==> src/rtl/collision_detector.sv <==
// collision_detector: checks each obstacle pixel against a hitbox at the cursor,
// then applies damage, a post-hit invulnerability window and game over.
module collision_detector #(
  parameter int CURSOR_W      = 16,
  parameter int CURSOR_H      = 16,
  parameter int HP_MAX        = 100,
  parameter int DAMAGE        = 10,
  parameter int INVULN_CYCLES = 65000000
) (
  input  logic        pclk,
  input  logic        rst,
  input  logic [11:0] obstacle_x,
  input  logic [11:0] obstacle_y,
  input  logic [11:0] mouse_x,
  input  logic [11:0] mouse_y,
  input  logic        vblank,
  input  logic        game_on,
  output logic        hit,
  output logic [7:0]  hp,
  output logic        invulnerable,
  output logic        game_over
);

  localparam logic [1:0] IDLE   = 2'd0;
  localparam logic [1:0] ARMED  = 2'd1;
  localparam logic [1:0] INVULN = 2'd2;
  localparam logic [1:0] DEAD   = 2'd3;

  localparam logic [7:0]  HP_INIT  = 8'(HP_MAX);
  localparam logic [7:0]  DMG      = 8'(DAMAGE);
  localparam logic [26:0] INV_LAST = 27'(INVULN_CYCLES - 1);
  localparam logic [12:0] BOX_W    = 13'(CURSOR_W - 1);
  localparam logic [12:0] BOX_H    = 13'(CURSOR_H - 1);

  logic        vblank_d_q, vblank_d_d;
  logic [11:0] mx_l_q, mx_l_d;
  logic [11:0] my_l_q, my_l_d;
  logic        overlap_q, overlap_d;
  logic [1:0]  state_q, state_d;
  logic [7:0]  hp_q, hp_d;
  logic        hit_q, hit_d;
  logic [26:0] cnt_q, cnt_d;

  logic [12:0] x_hi, y_hi;
  logic        pix_valid;

  // Latch the cursor on the vblank rising edge and register the overlap test.
  always_comb begin
    vblank_d_d = vblank;
    mx_l_d     = mx_l_q;
    my_l_d     = my_l_q;
    if (vblank && !vblank_d_q) begin
      mx_l_d = mouse_x;
      my_l_d = mouse_y;
    end
    x_hi      = {1'b0, mx_l_q} + BOX_W;
    y_hi      = {1'b0, my_l_q} + BOX_H;
    pix_valid = (obstacle_x != 12'd0) || (obstacle_y != 12'd0);
    overlap_d = pix_valid
              && (obstacle_x >= mx_l_q)
              && ({1'b0, obstacle_x} <= x_hi)
              && (obstacle_y >= my_l_q)
              && ({1'b0, obstacle_y} <= y_hi);
  end

  // Session state machine: damage, invulnerability window and death.
  always_comb begin
    state_d = state_q;
    hp_d    = hp_q;
    cnt_d   = cnt_q;
    hit_d   = 1'b0;
    unique case (state_q)
      IDLE: begin
        hp_d = HP_INIT;
        if (game_on) state_d = ARMED;
      end
      ARMED: begin
        if (!game_on) begin
          state_d = IDLE;
          hp_d    = HP_INIT;
        end else if (overlap_q) begin
          hit_d   = 1'b1;
          hp_d    = (hp_q > DMG) ? hp_q - DMG : 8'd0;
          cnt_d   = 27'd0;
          state_d = (hp_d == 8'd0) ? DEAD : INVULN;
        end
      end
      INVULN: begin
        if (!game_on) begin
          state_d = IDLE;
          hp_d    = HP_INIT;
          cnt_d   = 27'd0;
        end else if (cnt_q == INV_LAST) begin
          state_d = ARMED;
        end else begin
          cnt_d = cnt_q + 27'd1;
        end
      end
      DEAD: begin
        hp_d = 8'd0;
        if (!game_on) begin
          state_d = IDLE;
          hp_d    = HP_INIT;
        end
      end
    endcase
  end

  // Register update.
  always_ff @(posedge pclk) begin
    if (rst) begin
      vblank_d_q <= 1'b0;
      mx_l_q     <= 12'd0;
      my_l_q     <= 12'd0;
      overlap_q  <= 1'b0;
      state_q    <= IDLE;
      hp_q       <= HP_INIT;
      hit_q      <= 1'b0;
      cnt_q      <= 27'd0;
    end else begin
      vblank_d_q <= vblank_d_d;
      mx_l_q     <= mx_l_d;
      my_l_q     <= my_l_d;
      overlap_q  <= overlap_d;
      state_q    <= state_d;
      hp_q       <= hp_d;
      hit_q      <= hit_d;
      cnt_q      <= cnt_d;
    end
  end

  assign hit          = hit_q;
  assign hp           = hp_q;
  assign invulnerable = (state_q == INVULN);
  assign game_over    = (state_q == DEAD);

endmodule

==> config.mk <==
export PLATFORM = sky130hd
export DESIGN_NAME = collision_detector
export DESIGN_NICKNAME = d
export VERILOG_FILES = /design/src/rtl/collision_detector.sv
export SDC_FILE = /design/constraint.sdc
export NUM_CORES = 1
export LEC_CHECK = 0
export CORE_UTILIZATION = 57
export CTS_CLUSTER_SIZE = 14
export DETAILED_ROUTE_END_ITERATION = 12
export DONT_BUFFER_PORTS = 1
export PLACE_DENSITY_LB_ADDON = 0.05
export SLEW_MARGIN = 30
export SYNTH_ARGS = -nofsm -noshare
export SYNTH_HDL_FRONTEND = slang
export SYNTH_SLANG_ARGS = --single-unit
==> constraint.sdc <==
create_clock -name pclk -period 7.45 [get_ports pclk]
set_input_delay 1.1175 -clock pclk [delete_from_list [all_inputs] [get_ports pclk]]
set_output_delay 1.1175 -clock pclk [all_outputs]
set_load 0.02 [all_outputs]
==> parameters.txt, run 1 <==
Parameter                              Value

Outcome
  Outcome    completed

Worst setup path
  Longest individual stage delay on the worst path    0.45 ns
  Ordered list of cells on the worst path    inv_1 > ha_1 > and3_1 > nor4_1 > nand3_1 > xnor2_1 > ha_1 > a21o_1 > a21oi_1 > o21ai_0 > o21a_1 > a211oi_1
  WP data required    7.70 ns
  Crit. Startpoint    mx_l_q[0]$_SDFFE_PP0P_
  Worst Setup Start Kind    flop
  Capturing element type of the critical path    flop
  Critical path's most frequent cell    sky130_fd_sc_hd__ha_1
  FF-to-FF Start    mx_l_q[0]$_SDFFE_PP0P_
  Category of the most critical setup path    reg2reg
  Crit-path leading delay family    simple AND/OR/NAND/NOR gates
  Sum of buffers and inverters on the critical path    1
  CP max FO    4
  Critical-path top delay cell    sky130_fd_sc_hd__nor4_1
  CP arrival    about 3.1 ns

Timing
  Final Hold Viols    0
  Smallest hold slack    ~0.46 ns
  Setup Skew    roughly 0.004 ns
  Max Fclk    about 0.35 GHz
  Worst relative slew slack    0.416
  Final Setup Violations    0
  Worst-case setup margin in the final layout    approximately 4.6 ns
  Final max-slew violation count    0
  Worst Tran Pin Value    0.874 ns
  Portion of the clock cycle consumed by the worst path in the final layout    0.384
  Final worst path period need    roughly 2.9 ns
  Final sum of negative setup slack    0 ns
  RSZ-0062 raised after global routing    false

Detailed routing
  Detailed-route via count    between 3,000 and 4,000
  Routed wirelength normalized by instance count    about 15 µm
  Number of routed nets with antenna violations    0
  Number of design rule violations left after detail routing    0
  DR iter-0 viols    about 170
  Total length of routed wires    roughly 9.7 mm
  Via/cell ratio    5.85
  Pre-antenna DRT Iters    5

Global route
  Maximum number of pins on one net before global-route repair    41
  Total global-route track usage    0.245
  Grt total ovfl    0
  Antenna violations before repair    0
  Vias in the first global route    roughly 3,700
  Global-route wire length before repair    roughly 16 mm

Cells and area
  Number of nets in the layout    654
  Multi-input combinational cell area    a little under 3000 µm²
  Area delta synth->final    5.63%
  Fraction of layout cells with a size suffix above 1    0.0577
  Fillers    687
  Sequential cell area    around 1300 µm²
  Antenna Diode Count    0

Floorplan
  Horizontal extent of the die    around 90 µm
  Total I/O pin count    63
  Cell Rows    31
  Placeable core region    ~7400 µm²
  Starting density of the core    0.597
  Area of the die    about 8100 µm²
  Height of the die    approximately 90 µm

Clock tree
  Clock net sink count    64
  Count of buffers added by post-CTS timing repair for setup    0
  Clock transition at the registers of the reported paths    around 0.07 ns
  Cell at the root of the clock tree    sky130_fd_sc_hd__clkbuf_8
  CTS tree    yes
  Largest buffer count on any clock path    2
  CTS resizes    0
  Cts-stage hold buffer count    0
  Worst-skew pair later-pin latency    0.34 ns
  Number of buffers created by CTS    9
  Count of H-tree levels built during CTS    3

Pwr
  Power density over cell area    160 nW/µm²
  Total leakage power    1.65 nW
  Total power    between 0.7 and 0.8 mW
  IR Drop Worst-Case VDD    0.126 mV

Synth
  Post-synthesis register bit count    64
  Most common cell in the synthesized netlist    sky130_fd_sc_hd__nand2_1
  Cell types with the largest area share after synthesis    sky130_fd_sc_hd__dfxtp_1, sky130_fd_sc_hd__ha_1, sky130_fd_sc_hd__xnor2_1
  Most used standard cells in the synthesized netlist    sky130_fd_sc_hd__nand2_1, sky130_fd_sc_hd__dfxtp_1, sky130_fd_sc_hd__ha_1
  Post-Synthesis Net Count    approximately 660
  Number of cells produced by synthesis    557
  Share of synthesized cell area in and, or, nand and nor gates    0.281
  Main combinational cell family by area after synthesis    simple AND/OR/NAND/NOR gates
  Synthesized-area fraction occupied by ao, oa, aoi and oai cells    0.150
  Netlist cell types    a little under 60
  Share of Yosys cell area claimed by the top area cell type    0.291
  Leading register cell type out of synthesis    sky130_fd_sc_hd__dfxtp_1
  Yosys top cell by area    sky130_fd_sc_hd__dfxtp_1
  Total standard cell area after synthesis    4400 µm²
  Average cell area after synthesis    ~8 µm²
  Share of synthesized registers carrying an async set or reset    0
  Portion of netlist area occupied by mux cells    0
  Post-synthesis xor/xnor area fraction    0.0855
  Synthesized-area fraction occupied by adder cells    0.148
  Count of flip-flops with a built-in enable after synthesis    0
  Part of the Yosys area used for sequential elements    0.291
  YS warnings    0

Placement
  Number of I/O port buffers    0
  Final estimated routing congestion in global placement    between 0.8 and 0.9
  Pre-CTS setup slack    4.59 ns
  Final HPWL DP    roughly 7.4 mm

Hold path
  Worst min-delay path startpoint    mx_l_q[4]$_SDFFE_PP0P_
  Tightest Hold Check Type    reg2reg

Run
  Number of max-capacitance violations reported    0
[layer usage]
layer / track usage / routed length (µm)
met1: 0.310 / 4570
met2: 0.401 / 4510
met3: 0.0541 / 436
met4: 0.105 / 138
met5: 0 / 0
[report_power, final]
part	internal, mW	switching [mW]
logic	0.0493	0.0613
registers	0.351	0.0103
clock network	0.146	0.126
[final cells by class]
type	instances	share of cell area
Timing Repair Buffer	1	0.00161
Tap cell	99	0.0266
Clock buffer	13	0.0363
Inverter	32	0.0258
Clock inverter	3	0.00323
Sequential cell	64	0.275
Multi-Input combinational cell	442	0.631
[placed cells by master (no fill, tap or decap), drive strengths merged, types with 3 or more instances in the layout]
cell and instances:
a211o 3, a211oi 4, a21o 9, a21oi 41, and2 3, and3 5, and4 5, clkbuf 13
clkinv 3, dfxtp 64, ha 52, inv 32, nand2 79, nand2b 5, nand3 20, nand4 15
nor2 48, nor2b 6, nor3 19, nor4 18, nor4b 6, o211ai 3, o21ai 24, xnor2 39
xor2 4
[final timing paths]
path	endpoint	slack, ns	depth (start not counted)
setup / recovery	overlap_q$_SDFF_PP0_	4.59	12
hold / removal	mx_l_q[4]$_SDFFE_PP0P_	0.46	2
setup reg to reg	overlap_q$_SDFF_PP0_	4.59	12
hold reg to reg	mx_l_q[4]$_SDFFE_PP0P_	0.46	2
[stage by stage]
step | utilization | cell area, µm² | std cells
2_1_floorplan | - | 4400 | 557
3_3_place_gp | 0.604 | 4450 | 637
3_5_place_dp | 0.604 | 4450 | 637
4_1_cts | 0.629 | 4640 | 653
5_1_grt | 0.631 | 4650 | 654
6_report | 0.631 | 4650 | 654
[cells by family after synthesis]
logic type	after synthesis
xor+xnor	43
compound gates	106
flops	64
fa+ha+maj	52
simple gates	241
buf+inv	51
[worst reg2reg max path, stage by stage, from the launching register on]
cell and delay, ns:
sky130_fd_sc_hd__dfxtp_1 0.38, sky130_fd_sc_hd__inv_1 0.09, sky130_fd_sc_hd__ha_1 0.22, sky130_fd_sc_hd__and3_1 0.23
sky130_fd_sc_hd__nor4_1 0.45, sky130_fd_sc_hd__nand3_1 0.17, sky130_fd_sc_hd__xnor2_1 0.16, sky130_fd_sc_hd__ha_1 0.29
sky130_fd_sc_hd__a21o_1 0.16, sky130_fd_sc_hd__a21oi_1 0.12, sky130_fd_sc_hd__o21ai_0 0.10, sky130_fd_sc_hd__o21a_1 0.19
sky130_fd_sc_hd__a211oi_1 0.22
[sequential cells by signal (all words and copies together) (netlist names)]
register,flops
overlap_q,1
cnt_q,27
vblank_d_q,1
state_q,2
my_l_q,12
hp,8
hit,1
mx_l_q,12
No activity file was read; power rests on OpenSTA's default activity.
==> run 2: changes to the inputs <==
clock period = 2.6 ns   (was 7.45 ns; I/O delays follow)
==> run 2 against run 1 <==
Utilization up 1.1 points. Critical path type unchanged. Critical endpoint unchanged. Routed wire length up 1.1%. Non-clock buffer count up 4. Register-to-register slack worse by 4.4 ns. Maximum frequency up 17%. Global-route usage down 0.19 points. Clock skew up 0.0050 ns. Final area up 1.7%. Via count up 0.13%.
==> parameters.txt, run 2 (synthesized netlist as in run 1, its figures left out) <==
Parameter                              Value

Outcome
  Outcome    completed

Pwr
  Internal Pwr Total    between 1.5 and 2 mW
  Power density over cell area    468 nW/µm²
  Portion of total power attributed to the clock network    0.386
  Reg power frac    0.467
  Net Sw Frac    0.257
  Combinational cell fraction of total power    0.147
  IR Drop Worst-Case VDD    approximately 0.5 mV
  Net Sw Power    0.570 mW
  Total leakage power    1.68 nW

Worst setup path
  FF-to-FF path depth    11
  Category of the most critical setup path    reg2reg
  Longest individual stage delay on the worst path    approximately 0.37 ns
  Ordered list of cells on the worst path    inv_1 > ha_1 > and3_1 > nor3_2 > nand4_1 > xnor2_1 > ha_1 > nand3_1 > nor4_1 > a21oi_1 > a211oi_2
  Capturing element of the worst setup path    overlap_q$_SDFF_PP0_
  Crit. Startpoint    my_l_q[0]$_SDFFE_PP0P_
  CP max FO    4
  Critical path's most frequent cell    sky130_fd_sc_hd__ha_1
  Crit-path leading delay family    simple AND/OR/NAND/NOR gates
  Reg-to-reg critical path endpoint    overlap_q$_SDFF_PP0_
  Setup slack, reg-to-reg    between 0.15 and 0.2 ns
  Capturing element type of the critical path    flop
  WP data required    2.87 ns
  Sum of buffers and inverters on the critical path    1
  Worst Setup Start Kind    flop
  FF-to-FF Start    my_l_q[0]$_SDFFE_PP0P_
  Critical-path top delay cell    sky130_fd_sc_hd__dfxtp_1
  Stages on worst setup path    11
  CP arrival    2.71 ns

Timing
  Final worst path period need    between 2 and 2.5 ns
  Final Hold Viols    0
  Worst relative slew slack    0.419
  RSZ-0062 raised after global routing    false
  Max Fclk    0.409 GHz
  Setup Skew    0.00902 ns
  Portion of the clock cycle consumed by the worst path in the final layout    0.940
  Final max-slew violation count    0
  Final Setup Violations    0
  Worst Tran Pin Value    0.868 ns
  Final sum of negative setup slack    0 ns

Clock tree
  Number of buffers created by CTS    9
  Clock transition at the registers of the reported paths    roughly 0.07 ns
  Cell at the root of the clock tree    sky130_fd_sc_hd__clkbuf_8
  Clock net sink count    64
  Count of H-tree levels built during CTS    3
  Cts-stage hold buffer count    0
  CTS tree    yes
  Count of buffers added by post-CTS timing repair for setup    0
  Worst-skew pair later-pin latency    0.34 ns
  Largest buffer count on any clock path    2

Floorplan
  Total I/O pin count    63
  Placeable core region    ~7400 µm²
  Cell Rows    31
  Height of the die    89.9 µm
  Starting density of the core    0.597
  Horizontal extent of the die    roughly 90 µm
  Area of the die    8080 µm²

Global route
  Antenna violations before repair    0
  Global-route wire length before repair    16.3 mm
  Total global-route track usage    0.243
  Grt total ovfl    0
  Maximum number of pins on one net before global-route repair    between 40 and 50
  Vias in the first global route    roughly 3,700

Detailed routing
  Routed wirelength normalized by instance count    ~15 µm
  DR iter-0 viols    roughly 130
  Number of routed nets with antenna violations    0
  Number of design rule violations left after detail routing    0
  Total length of routed wires    a little under 10 mm
  Pre-antenna DRT Iters    5
  Detailed-route via count    3,833
  Via/cell ratio    roughly 5.8

Cells and area
  Most frequent cells in the layout    sky130_fd_sc_hd__nand2_1, sky130_fd_sc_hd__dfxtp_1, sky130_fd_sc_hd__ha_1, sky130_fd_sc_hd__nor2_1, sky130_fd_sc_hd__a21oi_1
  Area delta synth->final    7.45%
  Non-Filler Instances    between 600 and 700
  Most common cell after layout, fill and taps aside    sky130_fd_sc_hd__nand2_1
  Fraction of layout cells with a size suffix above 1    0.0769
  Register with the most flip-flops    cnt_q
  Biggest regs    cnt_q: 27 flops, mx_l_q: 12 flops, my_l_q: 12 flops
  Number of nets in the layout    658
  Max reg flops    27
  Antenna Diode Count    0

Run
  Number of max-capacitance violations reported    0

Placement
  Final HPWL DP    between 7 and 8 mm
  Final estimated routing congestion in global placement    0.867
  Placed Cells    approximately 640
  Number of I/O port buffers    0

Hold path
  Tightest Hold Check Type    in2reg
==> run 2: through the flow <==
step	utilization	hold slack [ns]	area, µm²	total power, mW	worst slack, ns
global route	0.642	0.0940	4730	2.32	0.000550
floorplan	-	0.436	4400	1.31	0.0914
finish	0.642	0.121	4730	2.21	0.156
detailed placement	0.609	0.458	4490	1.37	0.0693
global placement	0.609	0.439	4490	1.36	0.159
CTS	0.636	0.107	4690	2.22	0.0270
==> run 2: cell type report <==
cell class                 instances  area, µm²
multi-input combinational        442       2970
fill                             661       2640
sequential                        64       1280
clock buffer                      13        159
tap                               99        124
inverter                          32        120
clock inverter                     3       40.0
timing repair buffer               5       37.5
==> run 2: power by group through the flow <==
stage | sequential, mW | clock, mW | combinational (mW)
final | 1.03 | 0.854 | 0.324
after global routing | 1.04 | 0.911 | 0.373
after CTS | 1.03 | 0.873 | 0.315
after detailed placement | 1.06 | 0 | 0.313
after global placement | 1.05 | 0 | 0.303
after floorplan | 1.05 | 0 | 0.261
==> run 2: how the worst min path moves through the flow <==
| stage | start | to | slack (ns) | cells past startpoint |
|---|---|---|---|---|
| finish | rst | mx_l_q[1]$_SDFFE_PP0P_ | 0.12 | 1 |
| global route | rst | mx_l_q[1]$_SDFFE_PP0P_ | 0.09 | 1 |
| CTS | rst | vblank_d_q$_SDFF_PP0_ | 0.11 | 1 |
| detailed placement | mx_l_q[10]$_SDFFE_PP0P_ | mx_l_q[10]$_SDFFE_PP0P_ | 0.46 | 2 |
| global placement | mx_l_q[10]$_SDFFE_PP0P_ | mx_l_q[10]$_SDFFE_PP0P_ | 0.44 | 2 |
| floorplan | mx_l_q[10]$_SDFFE_PP0P_ | mx_l_q[10]$_SDFFE_PP0P_ | 0.44 | 2 |
==> run 2: worst register-to-register path, cell delays in order (launching register included) <==
cell                       delay [ns]
sky130_fd_sc_hd__dfxtp_1         0.37
sky130_fd_sc_hd__inv_1           0.08
sky130_fd_sc_hd__ha_1            0.22
sky130_fd_sc_hd__and3_1          0.23
sky130_fd_sc_hd__nor3_2          0.19
sky130_fd_sc_hd__nand4_1         0.15
sky130_fd_sc_hd__xnor2_1         0.15
sky130_fd_sc_hd__ha_1            0.29
sky130_fd_sc_hd__nand3_1         0.12
sky130_fd_sc_hd__nor4_1          0.30
sky130_fd_sc_hd__a21oi_1         0.09
sky130_fd_sc_hd__a211oi_2        0.18
==> run 2: repair_timing <==
item | 4_1_cts | 5_1_grt
endpoints found under the hold margin | 0 | 0
setup endpoints to repair | 0 | 1
resized for setup | 0 | 11
==> run 2: layer usage <==
layer	up-vias	part of all wire	global-route usage
li1	1977	-	-
met1	1769	0.46	0.308
met2	78	0.48	0.424
met3	9	0.051	0.0364
met4	0	0.011	0.0726
met5	-	0	0
==> run 3: changes to the inputs <==
CORE_ASPECT_RATIO = 1.1   (was default)
==> run 3 against run 2 <==
Combinational power rose by 2%. Via count rose by 0.89%. Cell count rose by 1.4%. Clock-buffer cell count fell by 2. Sequential power barely moved. Non-clock buffer count rose by 3. Die area barely moved. Sequential share of layout area fell by 0.26 points. Global-route usage rose by 1.9 points. Clock power rose by 2%. Critical path depth rose by 1. First-iteration DRC count rose by 37%. Critical endpoint unchanged. Largest cell class unchanged.
==> parameters.txt, run 3 (synthesized netlist as in run 1, its figures left out) <==
Parameter                              Value

Worst setup path
  Reg-to-reg critical path endpoint    overlap_q$_SDFF_PP0_
  Ordered list of cells on the worst path    inv_1 > ha_2 > and3_4 > nor4_4 > nand3_1 > xnor2_1 > ha_1 > a21o_1 > a21oi_1 > o21ai_0 > o21a_1 > a211oi_2
  CP max FO    3
  Category of the most critical setup path    reg2reg
  Critical-path top delay cell    sky130_fd_sc_hd__dfxtp_1
  CP arrival    about 2.7 ns
  WP data required    roughly 2.9 ns
  Worst Setup Start Kind    flop
  Capturing element type of the critical path    flop
  Longest individual stage delay on the worst path    0.33 ns
  Sum of buffers and inverters on the critical path    1
  Crit-path leading delay family    compound AO/OA/AOI/OAI gates
  Setup slack, reg-to-reg    roughly 0.12 ns
  FF-to-FF path depth    12
  FF-to-FF Start    mx_l_q[0]$_SDFFE_PP0P_

Timing
  Worst relative slew slack    0.437
  Max Fclk    slightly above 0.4 GHz
  Setup Skew    between 0.008 and 0.009 ns
  Final worst path period need    2.48 ns
  Final Setup Violations    0
  Worst Tran Pin Value    0.840 ns
  Final Hold Viols    0
  Final max-slew violation count    0
  Portion of the clock cycle consumed by the worst path in the final layout    0.953

Pwr
  Total power    roughly 2.2 mW
  Combinational cell fraction of total power    0.148
  Portion of total power attributed to the clock network    0.390
  Total leakage power    between 1.5 and 2 nW
  Reg power frac    0.461
  Net Sw Power    between 0.5 and 0.6 mW
  Internal Pwr Total    approximately 1.6 mW
  IR Drop Worst-Case VDD    0.377 mV
  Power density over cell area    about 470 nW/µm²
  Net Sw Frac    0.266

Hold path
  Min-Delay Endpoint    mx_l_q[4]$_SDFFE_PP0P_
  Hold depth    1
  Worst min-delay path startpoint    rst
  Tightest Hold Check Type    in2reg

Clock tree
  Number of buffers created by CTS    9
  Clock transition at the registers of the reported paths    ~0.070 ns
  Count of H-tree levels built during CTS    3
  Clock net sink count    64
  Cell at the root of the clock tree    sky130_fd_sc_hd__clkbuf_8
  CTS tree    yes
  Largest buffer count on any clock path    2
  Worst-skew pair later-pin latency    0.34 ns

Cells and area
  Area delta synth->final    8.38%
  Most common cell after layout, fill and taps aside    sky130_fd_sc_hd__nand2_1
  Fraction of layout cells with a size suffix above 1    0.0819
  Number of nets in the layout    around 660
  Fillers    672
  Max reg flops    27
  Biggest regs    cnt_q: 27 flops, mx_l_q: 12 flops, my_l_q: 12 flops
  Most frequent cells in the layout    sky130_fd_sc_hd__nand2_1, sky130_fd_sc_hd__dfxtp_1, sky130_fd_sc_hd__ha_1, sky130_fd_sc_hd__nor2_1, sky130_fd_sc_hd__a21oi_1
  Register with the most flip-flops    cnt_q
  Antenna Diode Count    0
  Non-Filler Instances    between 600 and 700

Floorplan
  Height of the die    about 94 µm
  Placeable core region    about 7500 µm²
  Horizontal extent of the die    85.8 µm
  Area of the die    between 8000 and 9000 µm²
  Starting density of the core    0.589
  Total I/O pin count    63
  Cell Rows    33

Global route
  Vias in the first global route    3,745
  Global-route wire length before repair    about 17 mm
  Maximum number of pins on one net before global-route repair    between 40 and 50
  Antenna violations before repair    0
  Grt total ovfl    0
  Total global-route track usage    0.262

Detailed routing
  Pre-antenna DRT Iters    4
  Number of routed nets with antenna violations    0
  Routed wirelength normalized by instance count    about 15 µm
  Total length of routed wires    9.97 mm
  DR iter-0 viols    ~180
  Via/cell ratio    between 5 and 6
  Detailed-route via count    between 3,000 and 4,000
  Number of design rule violations left after detail routing    0

Placement
  Number of I/O port buffers    0
  Final HPWL DP    approximately 7.7 mm
  Placed Cells    around 650
  Final estimated routing congestion in global placement    approximately 0.86

Run
  Number of max-capacitance violations reported    0

Outcome
  Outcome    completed
## run 3: cell types whose count changed in the layout (fill, tap and decap cells not counted), sizes merged
cell	before	now
buf	5	8
clkbuf	13	11
clkinvlp	0	2
## run 3: worst max-delay path by stage
stage | endpoint | cells after the start | start | slack (ns)
after CTS | overlap_q$_SDFF_PP0_ | 12 | mx_l_q[1]$_SDFFE_PP0P_ | 0.08
after global placement | overlap_q$_SDFF_PP0_ | 12 | mx_l_q[1]$_SDFFE_PP0P_ | 0.13
after detailed placement | overlap_q$_SDFF_PP0_ | 12 | mx_l_q[1]$_SDFFE_PP0P_ | 0.03
after global routing | overlap_q$_SDFF_PP0_ | 12 | mx_l_q[0]$_SDFFE_PP0P_ | -0.04
final | overlap_q$_SDFF_PP0_ | 12 | mx_l_q[0]$_SDFFE_PP0P_ | 0.12
after floorplan | overlap_q$_SDFF_PP0_ | 12 | mx_l_q[0]$_SDFFE_PP0P_ | 0.09
## run 3: worst register-to-register path: cells and delay by family, from the launching register on
family | cells | cell delay (ns)
AO/OA/AOI/OAI | 5 | 0.80
AND/OR/NAND/NOR | 3 | 0.55
flip-flops | 1 | 0.33
XOR/XNOR | 1 | 0.15
adder cells (fa/ha/maj) | 2 | 0.51
buffers and inverters | 1 | 0.07
## run 3: routing by layer
| layer | up-vias | track usage | part of all wire |
|---|---|---|---|
| met4 | 0 | 0.135 | 0.026 |
| li1 | 1978 | - | - |
| met3 | 25 | 0.0316 | 0.037 |
| met2 | 86 | 0.453 | 0.48 |
| met5 | - | 0 | 0 |
| met1 | 1778 | 0.317 | 0.46 |
## run 3: cell type report
type                            instances  area (µm²)  area share
Timing Repair Buffer                    8        60.1      0.0126
Clock inverter                          5        55.1      0.0115
Tap cell                              105         131      0.0275
Multi-Input combinational cell        442        2970       0.623
Clock buffer                           11         151      0.0317
Sequential cell                        64        1280       0.269
Inverter                               32         120      0.0252
## run 3: repair_timing
action | CTS | global route
endpoints found under the setup margin | 1 | 1
gates cloned | 0 | 0
setup buffers | 0 | 0
hold buffers | 0 | 0
resized for setup | 2 | 8
pin swaps | 0 | 3
## run 3: per-stage QoR
stage / TNS, ns / instance area (µm²) / hold WS (ns) / setup slack (ns) / utilization
finish: 0 / 4770 / 0.118 / 0.122 / 0.639
global route: -0.0353 / 4770 / 0.0982 / -0.0353 / 0.639
CTS: 0 / 4740 / 0.0985 / 0.0815 / 0.634
detailed placement: 0 / 4520 / 0.448 / 0.0283 / 0.605
global placement: 0 / 4520 / 0.441 / 0.128 / 0.605
floorplan: 0 / 4400 / 0.436 / 0.0914 / -
## run 3: power by group through the flow
stage	sequential [mW]	clock [mW]	combinational, mW
floorplan	1.05	0	0.261
finish	1.03	0.874	0.332
CTS	1.03	0.894	0.325
global route	1.04	0.935	0.380
global placement	1.05	0	0.305
detailed placement	1.05	0	0.322
